[src/rtl/mp_add_seq.sv]
// Multi-precision add sequencer: streams N-bit slices of a W-bit operand pair through an external adder.
// Optional subtract mode is enabled with `define MP_ADD_SUB_EN (adds the in_sub port).
//
//   state | meaning
//   IDLE  | waiting for an operand pair, in_ready high
//   RUN   | one slice per cycle through the adder, LSB first
//   DONE  | result held on out_sum/out_cout until out_ready
module mp_add_seq #(
    parameter  int N  = 4,
    parameter  int K  = 4,
    localparam int W  = N * K,
    localparam int CW = (K > 1) ? $clog2(K) : 1
) (
    input  logic         clk,
    input  logic         rst,
    input  logic         in_valid,
    output logic         in_ready,
    input  logic [W-1:0] in_a,
    input  logic [W-1:0] in_b,
    input  logic         in_cin,
`ifdef MP_ADD_SUB_EN
    input  logic         in_sub,
`endif
    output logic         out_valid,
    input  logic         out_ready,
    output logic [W-1:0] out_sum,
    output logic         out_cout,
    output logic [N-1:0] add_a,
    output logic [N-1:0] add_b,
    output logic         add_cin,
    input  logic [N-1:0] add_sum,
    input  logic         add_cout,
    output logic         busy
);

    typedef enum logic [1:0] {IDLE, RUN, DONE} state_t;

    state_t        state, state_nxt;
    logic [W-1:0]  a_reg, b_reg, sum_reg;
    logic          cin_reg, carry_reg;
    logic [CW-1:0] cnt;
    logic          last;
    logic [N-1:0]  b_slice;
    logic          cin0;
`ifdef MP_ADD_SUB_EN
    logic          sub_reg;
`endif

    assign last    = (cnt == CW'(K - 1));
    assign b_slice = b_reg[int'(cnt)*N +: N];

`ifdef MP_ADD_SUB_EN
    // Two's-complement subtract: invert B and inject a 1 at slice 0.
    assign cin0 = sub_reg | cin_reg;
`else
    assign cin0 = cin_reg;
`endif

    always_comb begin
        state_nxt = state;
        in_ready  = 1'b0;
        out_valid = 1'b0;
        busy      = 1'b0;
        add_a     = '0;
        add_b     = '0;
        add_cin   = 1'b0;
        out_sum   = '0;
        out_cout  = 1'b0;
        case (state)
            IDLE: begin
                in_ready = 1'b1;
                if (in_valid) state_nxt = RUN;
            end
            RUN: begin
                busy    = 1'b1;
                add_a   = a_reg[int'(cnt)*N +: N];
`ifdef MP_ADD_SUB_EN
                add_b   = sub_reg ? ~b_slice : b_slice;
`else
                add_b   = b_slice;
`endif
                add_cin = (cnt == '0) ? cin0 : carry_reg;
                if (last) state_nxt = DONE;
            end
            DONE: begin
                busy      = 1'b1;
                out_valid = 1'b1;
                out_sum   = sum_reg;
                out_cout  = carry_reg;
                if (out_ready) state_nxt = IDLE;
            end
            default: state_nxt = IDLE;
        endcase
    end

    always_ff @(posedge clk) begin
        if (rst) begin
            state     <= IDLE;
            a_reg     <= '0;
            b_reg     <= '0;
            cin_reg   <= 1'b0;
            sum_reg   <= '0;
            carry_reg <= 1'b0;
            cnt       <= '0;
`ifdef MP_ADD_SUB_EN
            sub_reg   <= 1'b0;
`endif
        end else begin
            state <= state_nxt;
            case (state)
                IDLE: begin
                    if (in_valid) begin
                        a_reg   <= in_a;
                        b_reg   <= in_b;
                        cin_reg <= in_cin;
                        cnt     <= '0;
                        sum_reg <= '0;
`ifdef MP_ADD_SUB_EN
                        sub_reg <= in_sub;
`endif
                    end
                end
                RUN: begin
                    sum_reg[int'(cnt)*N +: N] <= add_sum;
                    carry_reg                 <= add_cout;
                    if (!last) cnt <= cnt + 1'b1;
                end
                default: ;
            endcase
        end
    end

endmodule

[config.mk]
export PLATFORM = sky130hd
export DESIGN_NAME = mp_add_seq
export DESIGN_NICKNAME = d
export VERILOG_FILES = /design/src/rtl/mp_add_seq.sv
export SDC_FILE = /design/constraint.sdc
export NUM_CORES = 1
export LEC_CHECK = 0
export ABC_AREA = 1
export ABC_CLOCK_PERIOD_IN_PS = 4600
export BUFFER_PORTS_ARGS = -buffer_cell sky130_fd_sc_hd__buf_4
export CAP_MARGIN = 20
export CORE_MARGIN = 4
export CORE_UTILIZATION = 35
export DETAILED_ROUTE_END_ITERATION = 10
export PLACE_DENSITY_LB_ADDON = 0.25
export REMOVE_ABC_BUFFERS = 1
export SKIP_CTS_REPAIR_TIMING = 1
export SLEW_MARGIN = 10
export SYNTH_ARGS = -nofsm -noshare
export SYNTH_HDL_FRONTEND = slang
export SYNTH_SLANG_ARGS = --single-unit
[constraint.sdc]
create_clock -name clk -period 4.6 [get_ports clk]
set_input_delay 0.92 -clock clk [delete_from_list [all_inputs] [get_ports clk]]
set_output_delay 0.92 -clock clk [all_outputs]
set_load 0.05 [all_outputs]
# == After elaboration in Yosys (flattened, before gate mapping) ==
# Cells that the tools add are included.
# totals
ff_bits,54
output_inout_bits,29
# classes
n_shift,4
muxes,19
add_sub_neg,2
n_eq_ne,7
n_reduce_logical,8
# op_table
cell,count
$neg A4 Y33,1
$shift A4 B33 Y16 const A,1
$shiftx A4 B33 Y16,1
$mux W16,2
$pmux W16 S2,1
$shiftx A16 B5 Y4,2
$bwmux W16,1
$mux W2,5
$mux W4,2
$ne A2 B2 Y1 const B,4
$mux W1,6
$pmux W2 S3,1
$reduce_and A3 Y1,2
$eq A2 B2 Y1 const B,2
$logic_not A2 Y1,2
$pmux W2 S2,1
$reduce_and A2 Y1,2
$add A2 B1 Y2 const B,1
$eq A2 B1 Y1 const B,1
$reduce_bool A2 Y1,1
$reduce_or A2 Y1,1

# == Depth between registers and ports, before layout ==
# Gate-level depths: netlist of the first run.
# logic_depth
ltp_word,4
mapped_depth,10
depth_no_buf,9

# == Worst setup path before layout of the first run ==
# Ideal clock, no wire load.
# synth_path
path_type,register to output
startpoint,register cnt[0]
endpoint,output add_cin
slack_ns,1.943
stages_incl_launch_ff,7
t_arrival_ns,1.737
cell_sequence,dfxtp_1 inv_2 clkbuf_1 ha_1 inv_2 nor2_1 nor2_1
# synth_between
elab_chain_len,3
# synth_lines
element,line,rtl
start: declaration,41,logic [CW-1:0] cnt;
start signal: assignment,126,if (!last) cnt <= cnt + 1'b1;
$logic_not A2 Y1,82,add_cin = (cnt == '0) ? cin0 : carry_reg;
$mux W1,82,
$mux W1,69,case (state)
end: declaration,30,"output logic add_cin,"
# No other way between the ends.

# == Worst setup path after layout of the first run ==
# Same ends and word-level chain as after synthesis.

==> results.yml, run 1 <==
floorplanning:
  die_y_um: 97.8
  std_cell_rows: 32
  coreArea_sq_mm: 0.00781
  die_area_sq_mm: 0.00957
  die_x_um: 97.8
  initial_core_util_pct: 36.2
  num_io_pins: 71
worst_setup_path:
  arrival_ns: 2.39
  critical_path_class: "reg2out"
  timing.rr.start: "cnt[0]$_SDFFE_PP0P_"
  timing.rr.end: "sum_reg[1]$_SDFFE_PP0P_"
  worst-r2r-setup-slack_ns: 2.24
  startpoint: "cnt[0]$_SDFFE_PP0P_"
  end_kind: "output pin"
  critical_path.endpoint: "add_cin"
  slowest_stage: "dfxtp_1"
  start_kind: "flop"
  cp_cell_sequence: "inv_2 -> ha_1 -> inv_2 -> nor2_1 -> nor2_1 -> buf_4"
  critPathMaxFanout: 25
  cp_slowest_stage_delay_ns: 0.88
  cp_data_required_time_ns: 3.68
  reg2regPathDepth: 7
timing:
  setup_violations: 0
  slew_headroom_pct: 44.0
  fmax_mhz: 302
  rsz0062_at_grt: "no"
  hold-worst-slack_ns: 0.490
  fin_crit_ns: 3.31
  hold_viol_final: 0
  finClkSkew_ns: 0.00533
  finalCritPeriodShare_pct: 72.0
  tightest_slew_ns: 0.839
  timing.setup.tns_ns: 0
  timing.final.max_slew_violations: 0
detailed_routing:
  vias: 2617
  ant_nets: 0
  drc: 0
  drtIter0Drc: 90
  firstDrtPassIters: 4
  routed_wl_mm: 6.34
  wl_per_cell_um: 10.6
  via_per_inst: 4.38
logic_synthesis:
  syn-instance-count: 438
  ys_seq_area_share_pct: 38.3
  ys_types: 22
  syn-mean-instance-area_sq_um: 6.45
  ys_warn_count: 0
  ys_seq_elements: 54
  synth_area_sq_mm: 0.00283
clock_network:
  cts-htree-levels: 2
  clock-sinks: 54
  cts_tree: "yes"
  clock_latency_ns: 0.30
  cts_made_buffers: 5
  clk_pin_slew_ns: 0.09
  root_buffer: "clkbuf_8"
  cts_max_path_buffers: 2
hold_path:
  hold_path_startpoint: "b_reg[4]$_SDFFE_PP0P_"
  hold_class: "reg2reg"
grt:
  grt_pass1_vias: 2561
  grt_max_degree: 55
  grt_pass1_wl_mm: 11.3
  grt_usage_pct: 13.8
  gr-total-overflow: 0
  grt_antenna_before_repair: 0
placed_design:
  gp_congestion: 0.772
  portBuffers: 70
  hpwl_mm: 4.59
run_status:
  outcome: "finished clean"
power_and_ir_drop:
  p_leak_nw: 1.73
  powerDensity_mw_per_mm2: 655
  irDropWorstVdd_mv: 0.211
layout:
  drive_above_1_share_pct: 19.0
  diodes: 0
  final.fill_count: 849
  nets: 546
  area_growth_pct: 22.9
job:
  drv_cap: 0
## cells in the final DEF, fill, tap and decap left out, drive strengths merged
| cell | netlist | final |
|---|---|---|
| nor2 | 150 | 150 |
| nand2 | 75 | 75 |
| buf | 15 | 70 |
| dfxtp | 54 | 54 |
| o21ai | 52 | 52 |
| inv | 49 | 49 |
| a21oi | 14 | 14 |
| nand3 | 13 | 13 |
| ha | 9 | 9 |
| clkbuf | 5 | 6 |
| clkinv | 1 | 1 |
| nand4 | 1 | 1 |
| clkinvlp | 0 | 1 |
| bufinv | 0 | 1 |
## Yosys cell counts
cell type | count | area share, %
a21oi_1 | 14 | 2.5
buf_1 | 1 | 0.13
buf_2 | 10 | 1.8
buf_6 | 4 | 1.6
clkbuf_1 | 5 | 0.66
clkinv_2 | 1 | 0.18
dfxtp_1 | 54 | 38
ha_1 | 9 | 4.0
inv_1 | 43 | 5.7
inv_2 | 6 | 0.80
nand2_1 | 71 | 9.4
nand2_2 | 1 | 0.22
nand2_4 | 3 | 1.2
nand3_1 | 9 | 1.6
nand3_2 | 1 | 0.35
nand3_4 | 3 | 1.9
nand4_1 | 1 | 0.22
nor2_1 | 149 | 20
nor2_4 | 1 | 0.40
o21ai_0 | 2 | 0.35
o21ai_1 | 49 | 8.7
o21ai_2 | 1 | 0.31
## worst max-delay path, delay by kind of cell, from the launching register on
| kind | cells | cell delay (ns) |
|---|---|---|
| simple gates | 2 | 0.16 |
| buf+inv | 3 | 0.72 |
| fa+ha+maj | 1 | 0.34 |
| flops | 1 | 0.88 |
## per-layer routing
metal,track usage [%],routed length (um),share of wire [%]
met2,23.8,2970,47
met1,17.3,2960,47
met5,0,0,0
met3,3.71,347,5.5
met4,3.30,61,0.96
## how the worst min path moves through the flow
stage	to	slack (ns)	depth (start not counted)
CTS	b_reg[14]$_SDFFE_PP0P_	0.50	2
global placement	a_reg[3]$_SDFFE_PP0P_	0.46	2
finish	b_reg[4]$_SDFFE_PP0P_	0.49	2
global route	a_reg[5]$_SDFFE_PP0P_	0.52	2
floorplan	sum_reg[5]$_SDFFE_PP0P_	0.45	2
detailed placement	b_reg[9]$_SDFFE_PP0P_	0.47	2
## stage by stage
stage	utilization, %	total power [mW]	std cells	worst slack, ns	instance area, sq um
2_1_floorplan	-	1.69	418	1.61	2710
3_3_place_gp	43.0	1.96	590	1.64	3360
3_5_place_dp	43.0	1.98	590	1.59	3360
4_1_cts	44.5	2.30	598	1.25	3470
5_1_grt	44.5	2.51	598	1.03	3470
6_report	44.5	2.27	598	1.29	3470
## final cells by class
type | count | area, sq um | area share, %
clock buffers | 6 | 72.6 | 2.09
clock inverters | 2 | 37.5 | 1.08
inverters | 50 | 189 | 5.44
repair buffers | 70 | 526 | 15.1
well taps | 102 | 128 | 3.68
multi-input cells | 314 | 1440 | 41.4
flip-flops and latches | 54 | 1080 | 31.1
## report_power, final
part | switching [mW] | internal [mW] | total (mW)
Clock | 0.153 | 0.163 | 0.315
Combinational | 0.824 | 0.398 | 1.22
Sequential | 0.112 | 0.625 | 0.736
## kinds of logic (layout without fill, tap and decap cells)
group,count (synthesis),count (layout),share of synthesized area [%]
and+or+nand+nor,239,239,35.1
DFF,54,54,38.3
adders and majority gates,9,9,3.99
AOI/OAI and AO/OA,66,66,11.8
buffers and inverters,70,128,10.8
(Power assumes the default switching activity.)
==> run 2, diff against run 1 <==
ABC_AREA = 0   (was 1)
ABC_CLOCK_PERIOD_IN_PS = 3100   (was 4600)
clock period = 3.1 ns   (was 4.6 ns; I/O delays follow)
==> results.yml, run 2 <==
power_and_ir_drop:
  switching_share_pct: 28.5
  power_mw: 1.38
  p_leak_nw: 1.43
  combPwrFrac_pct: 17.3
  clockPowerShare_pct: 28.7
  seqPwrFrac_pct: 54.0
  p_int_mw: 0.985
  p_sw_mw: 0.392
  powerDensity_mw_per_mm2: 403
  irDropWorstVdd_mv: 0.181
floorplanning:
  die_area_sq_mm: 0.00942
  die_x_um: 97.0
  std_cell_rows: 32
  die_y_um: 97.0
  coreArea_sq_mm: 0.00773
  num_io_pins: 71
  initial_core_util_pct: 35.9
timing:
  finalCritPeriodShare_pct: 88.8
  timing.final.max_slew_violations: 0
  finClkSkew_ns: 0.00547
  setup_violations: 0
  rsz0062_at_grt: "no"
  slew_headroom_pct: 59.1
  timing.setup.tns_ns: 0
  hold_viol_final: 0
  fmax_mhz: 363
  fin_crit_ns: 2.75
  tightest_slew_ns: 0.613
layout:
  final_area_sq_mm: 0.00341
  final_cell_mix: "buf_4, nand2_1, dfxtp_1, a21oi_1, and2_1"
  multiInputGateArea_sq_mm: 0.00154
  layout.cells.non_filler: 486
  nets: 435
  drive_above_1_share_pct: 23.7
  final.fill_count: 801
  seqCellArea_sq_mm: 0.00108
  final_common_cell: "buf_4"
  diodes: 0
  final_util_pct: 44.2
  area_growth_pct: 23.0
worst_setup_path:
  critical_path_class: "reg2out"
  worst-r2r-setup-slack_ns: 1.00
  startpoint: "cnt[0]$_SDFFE_PP0P_"
  reg2regPathDepth: 5
  critical_path.endpoint: "add_a[2]"
  start_kind: "flop"
  arrival_ns: 2.13
  timing.rr.end: "sum_reg[3]$_SDFFE_PP0P_"
  end_kind: "output pin"
  critPathMaxFanout: 14
  timing.rr.start: "cnt[0]$_SDFFE_PP0P_"
  cp_data_required_time_ns: 2.48
logic_synthesis:
  synth_ff_type: "dfxtp_1"
  synth.most_common_cell: "nand2_1"
  synth.cells.most_frequent: "nand2_1, dfxtp_1, a21oi_1, and2_1"
  synth_area_sq_mm: 0.00278
  yosysTopAreaCell: "dfxtp_1"
  synth_edf_count: 0
  syn-mean-instance-area_sq_um: 8.46
  synth_top_area_share_pct: 39.0
  ys_warn_count: 0
  ys_seq_area_share_pct: 39.0
  ys_seq_elements: 54
  ys_types: 38
  ys_top_cells_by_area: "dfxtp_1, a21oi_1, nand2_1, and2_1, ha_1"
  syn-instance-count: 328
  ys_async_sr_fraction_pct: 0
grt:
  grt_max_degree: 55
  grt_antenna_before_repair: 0
  grt_pass1_wl_mm: 11.1
  gr-total-overflow: 0
  grt_pass1_vias: 2294
  grt_usage_pct: 13.9
job:
  drv_cap: 0
detailed_routing:
  wl_per_cell_um: 13.4
  ant_nets: 0
  drc: 0
  vias: 2366
  drtIter0Drc: 112
  firstDrtPassIters: 4
  routed_wl_mm: 6.53
  via_per_inst: 4.87
run_status:
  outcome: "finished clean"
clock_network:
  cts_made_buffers: 5
  clock_latency_ns: 0.30
  clk_pin_slew_ns: 0.10
  clock-sinks: 54
  root_buffer: "clkbuf_8"
  cts_max_path_buffers: 2
  cts_tree: "yes"
  cts-htree-levels: 2
hold_path:
  hold_class: "reg2reg"
placed_design:
  gp_congestion: 0.822
  place_area_sq_mm: 0.00333
  hpwl_mm: 4.64
  portBuffers: 70
  place_inst: 479
==> run 2: cell types whose count changed after synthesis, sizes merged, moves of 8 or more <==
cell,delta
and2,+27
clkbuf,+8
a21oi,+38
inv,-44
and3b,+10
nand3,-12
nand4,+15
o21ai,-35
nor2,-149
mux4,+8
==> run 2: power groups by stage <==
stage	combinational (mW)	sequential, mW	clock (mW)
2_1_floorplan	0.140	0.755	0
5_1_grt	0.266	0.748	0.426
3_5_place_dp	0.239	0.760	0
3_3_place_gp	0.237	0.759	0
4_1_cts	0.240	0.744	0.403
6_report	0.238	0.744	0.395
==> run 2: how the worst min path moves through the flow <==
stage / from / endpoint / slack (ns) / cells past startpoint
5_1_grt: b_reg[3]$_SDFFE_PP0P_ / b_reg[3]$_SDFFE_PP0P_ / 0.48 / 2
3_5_place_dp: b_reg[3]$_SDFFE_PP0P_ / b_reg[3]$_SDFFE_PP0P_ / 0.44 / 2
4_1_cts: b_reg[3]$_SDFFE_PP0P_ / b_reg[3]$_SDFFE_PP0P_ / 0.46 / 2
2_1_floorplan: a_reg[7]$_SDFFE_PP0P_ / a_reg[7]$_SDFFE_PP0P_ / 0.43 / 2
3_3_place_gp: b_reg[5]$_SDFFE_PP0P_ / b_reg[5]$_SDFFE_PP0P_ / 0.44 / 2
6_report: b_reg[5]$_SDFFE_PP0P_ / b_reg[5]$_SDFFE_PP0P_ / 0.46 / 2
==> run 2: kinds of logic after synthesis <==
group,share of synthesized area (%)
AND/OR/NAND/NOR,28.7
adder cells (fa/ha/maj),4.06
multiplexers,8.97
flip-flops,39.0
buffers and inverters,5.54
AO/OA/AOI/OAI,13.8
==> run 2: final cells by class <==
cell class	instances	share of cell area [%]
Clock buffer	5	2.02
Timing Repair Buffer	75	16.5
Clock inverter	2	0.403
Tap cell	102	3.74
Sequential cell	54	31.7
Inverter	5	0.550
Multi-Input combinational cell	243	45.1
==> run 2: per-stage QoR <==
| stage | hold slack, ns | setup WS [ns] |
|---|---|---|
| 4_1_cts | 0.459 | 0.287 |
| 3_3_place_gp | 0.439 | 0.656 |
| 6_report | 0.456 | 0.348 |
| 5_1_grt | 0.480 | 0.184 |
| 2_1_floorplan | 0.425 | 0.544 |
| 3_5_place_dp | 0.444 | 0.637 |
==> run 2: critical path, cell delays in order (launching register included) <==
cell	delay, ns
dfxtp_1	0.73
buf_4	0.26
mux4_2	0.49
and2_1	0.17
buf_4	0.18
==> run 2: per-layer routing <==
metal	wire length [um]	part of all wire, %	global-route usage [%]	vias to the layer above
met5	0	0	0	-
met4	23	0.35	2.92	0
met3	344	5.3	3.39	2
met2	2970	45	22.0	52
met1	3200	49	19.2	1068
li1	-	-	-	1244
==> run 3, diff against run 2 <==
BUFFER_PORTS_ARGS = -buffer_cell sky130_fd_sc_hd__buf_2   (was -buffer_cell sky130_fd_sc_hd__buf_4)
CTS_CLUSTER_DIAMETER = 200   (was default)
==> results.yml, run 3 (same netlist as run 2, synthesis figures left out) <==
run_status:
  outcome: "finished clean"
clock_network:
  clock_latency_ns: 0.31
  root_buffer: "clkbuf_8"
  cts-htree-levels: 2
  cts_max_path_buffers: 2
  cts_tree: "yes"
  clock-sinks: 54
  clk_pin_slew_ns: 0.10
  cts_made_buffers: 5
power_and_ir_drop:
  p_leak_nw: 1.40
  powerDensity_mw_per_mm2: 417
  power_mw: 1.35
  irDropWorstVdd_mv: 0.234
layout:
  area_growth_pct: 16.7
  seqCellArea_sq_mm: 0.00108
  final_common_cell: "buf_2"
  final.fill_count: 788
  drive_above_1_share_pct: 23.7
  diodes: 0
  multiInputGateArea_sq_mm: 0.00154
  nets: 435
  final_cell_mix: "buf_2, nand2_1, dfxtp_1, a21oi_1, and2_1"
timing:
  finClkSkew_ns: 0.0116
  hold_viol_final: 0
  tightest_slew_ns: 0.944
  timing.final.max_slew_violations: 0
  setup_violations: 0
  rsz0062_at_grt: "no"
  fmax_mhz: 359
  slew_headroom_pct: 37.0
  timing.setup.tns_ns: 0
  finalCritPeriodShare_pct: 90.0
  fin_crit_ns: 2.79
worst_setup_path:
  cp_cell_sequence: "inv_1 -> ha_1 -> mux2i_1 -> nor2b_1 -> buf_2"
  startpoint: "cnt[0]$_SDFFE_PP0P_"
  start_kind: "flop"
  timing.rr.start: "cnt[0]$_SDFFE_PP0P_"
  critical_path_class: "reg2out"
  slowest_stage: "dfxtp_1"
  end_kind: "output pin"
  critPathMaxFanout: 14
  cp_slowest_stage_delay_ns: 0.80
  arrival_ns: 2.17
  cp_data_required_time_ns: 2.48
placed_design:
  portBuffers: 70
  hpwl_mm: 4.57
  gp_congestion: 0.804
detailed_routing:
  via_per_inst: 4.94
  ant_nets: 0
  routed_wl_mm: 6.39
  drtIter0Drc: 66
  wl_per_cell_um: 13.2
  vias: 2399
  firstDrtPassIters: 4
  drc: 0
floorplanning:
  die_y_um: 97.0
  coreArea_sq_mm: 0.00773
  die_area_sq_mm: 0.00942
  num_io_pins: 71
  die_x_um: 97.0
  std_cell_rows: 32
  initial_core_util_pct: 35.9
grt:
  grt_usage_pct: 14.1
  grt_max_degree: 55
  grt_pass1_vias: 2317
  grt_antenna_before_repair: 0
  gr-total-overflow: 0
  grt_pass1_wl_mm: 11.2
job:
  drv_cap: 0
hold_path:
  hold_path_startpoint: "b_reg[5]$_SDFFE_PP0P_"
  hold_class: "reg2reg"
==> run 3: cell counts in the layout (fill, tap and decap cells not counted) <==
No cell type changed its count.
==> run 3: power breakdown <==
part	internal [mW]	total (mW)	switching (mW)
clock network	0.157	0.387	0.230
registers	0.726	0.744	0.0189
logic	0.0849	0.218	0.133
==> run 3: final cells by class <==
| class | count | share of cell area [%] |
|---|---|---|
| flip-flops and latches | 54 | 33.4 |
| repair buffers | 75 | 12.0 |
| clock inverters | 2 | 0.425 |
| well taps | 102 | 3.94 |
| inverters | 5 | 0.580 |
| clock buffers | 5 | 2.13 |
| multi-input cells | 243 | 47.6 |
==> run 3: path summary, 6_finish.rpt <==
| kind | endpoint | slack, ns | cells past startpoint |
|---|---|---|---|
| min | b_reg[5]$_SDFFE_PP0P_ | 0.45 | 2 |
| min reg2reg | b_reg[5]$_SDFFE_PP0P_ | 0.45 | 2 |
| max | add_cin | 0.31 | 5 |
| max reg2reg | sum_reg[3]$_SDFFE_PP0P_ | 0.91 | 5 |
==> run 3: critical path, delay by kind of cell, from the launching register on <==
family / cells / cell delay [ns]
buf+inv: 2 / 0.47
simple gates: 1 / 0.14
flops: 1 / 0.80
mux: 1 / 0.14
fa+ha+maj: 1 / 0.32
==> run 3: metal layers <==
metal	track usage (%)	up-vias	part of all wire, %
met5	0	-	0
met4	3.67	0	1.1
met3	3.89	7	6.4
met2	22.7	64	46
met1	18.6	1093	47
li1	-	1235	-
==> run 3: metrics by stage <==
| stage | utilization (%) | setup slack [ns] | hold WS, ns | instance area [sq um] | cells |
|---|---|---|---|---|---|
| 6_report | 41.9 | 0.311 | 0.455 | 3240 | 486 |
| 5_1_grt | 41.9 | 0.0940 | 0.476 | 3240 | 486 |
| 4_1_cts | 41.9 | 0.264 | 0.457 | 3240 | 486 |
| 3_5_place_dp | 40.8 | 0.616 | 0.443 | 3160 | 479 |
| 3_3_place_gp | 40.8 | 0.659 | 0.438 | 3160 | 479 |
| 2_1_floorplan | - | 0.544 | 0.425 | 2640 | 302 |
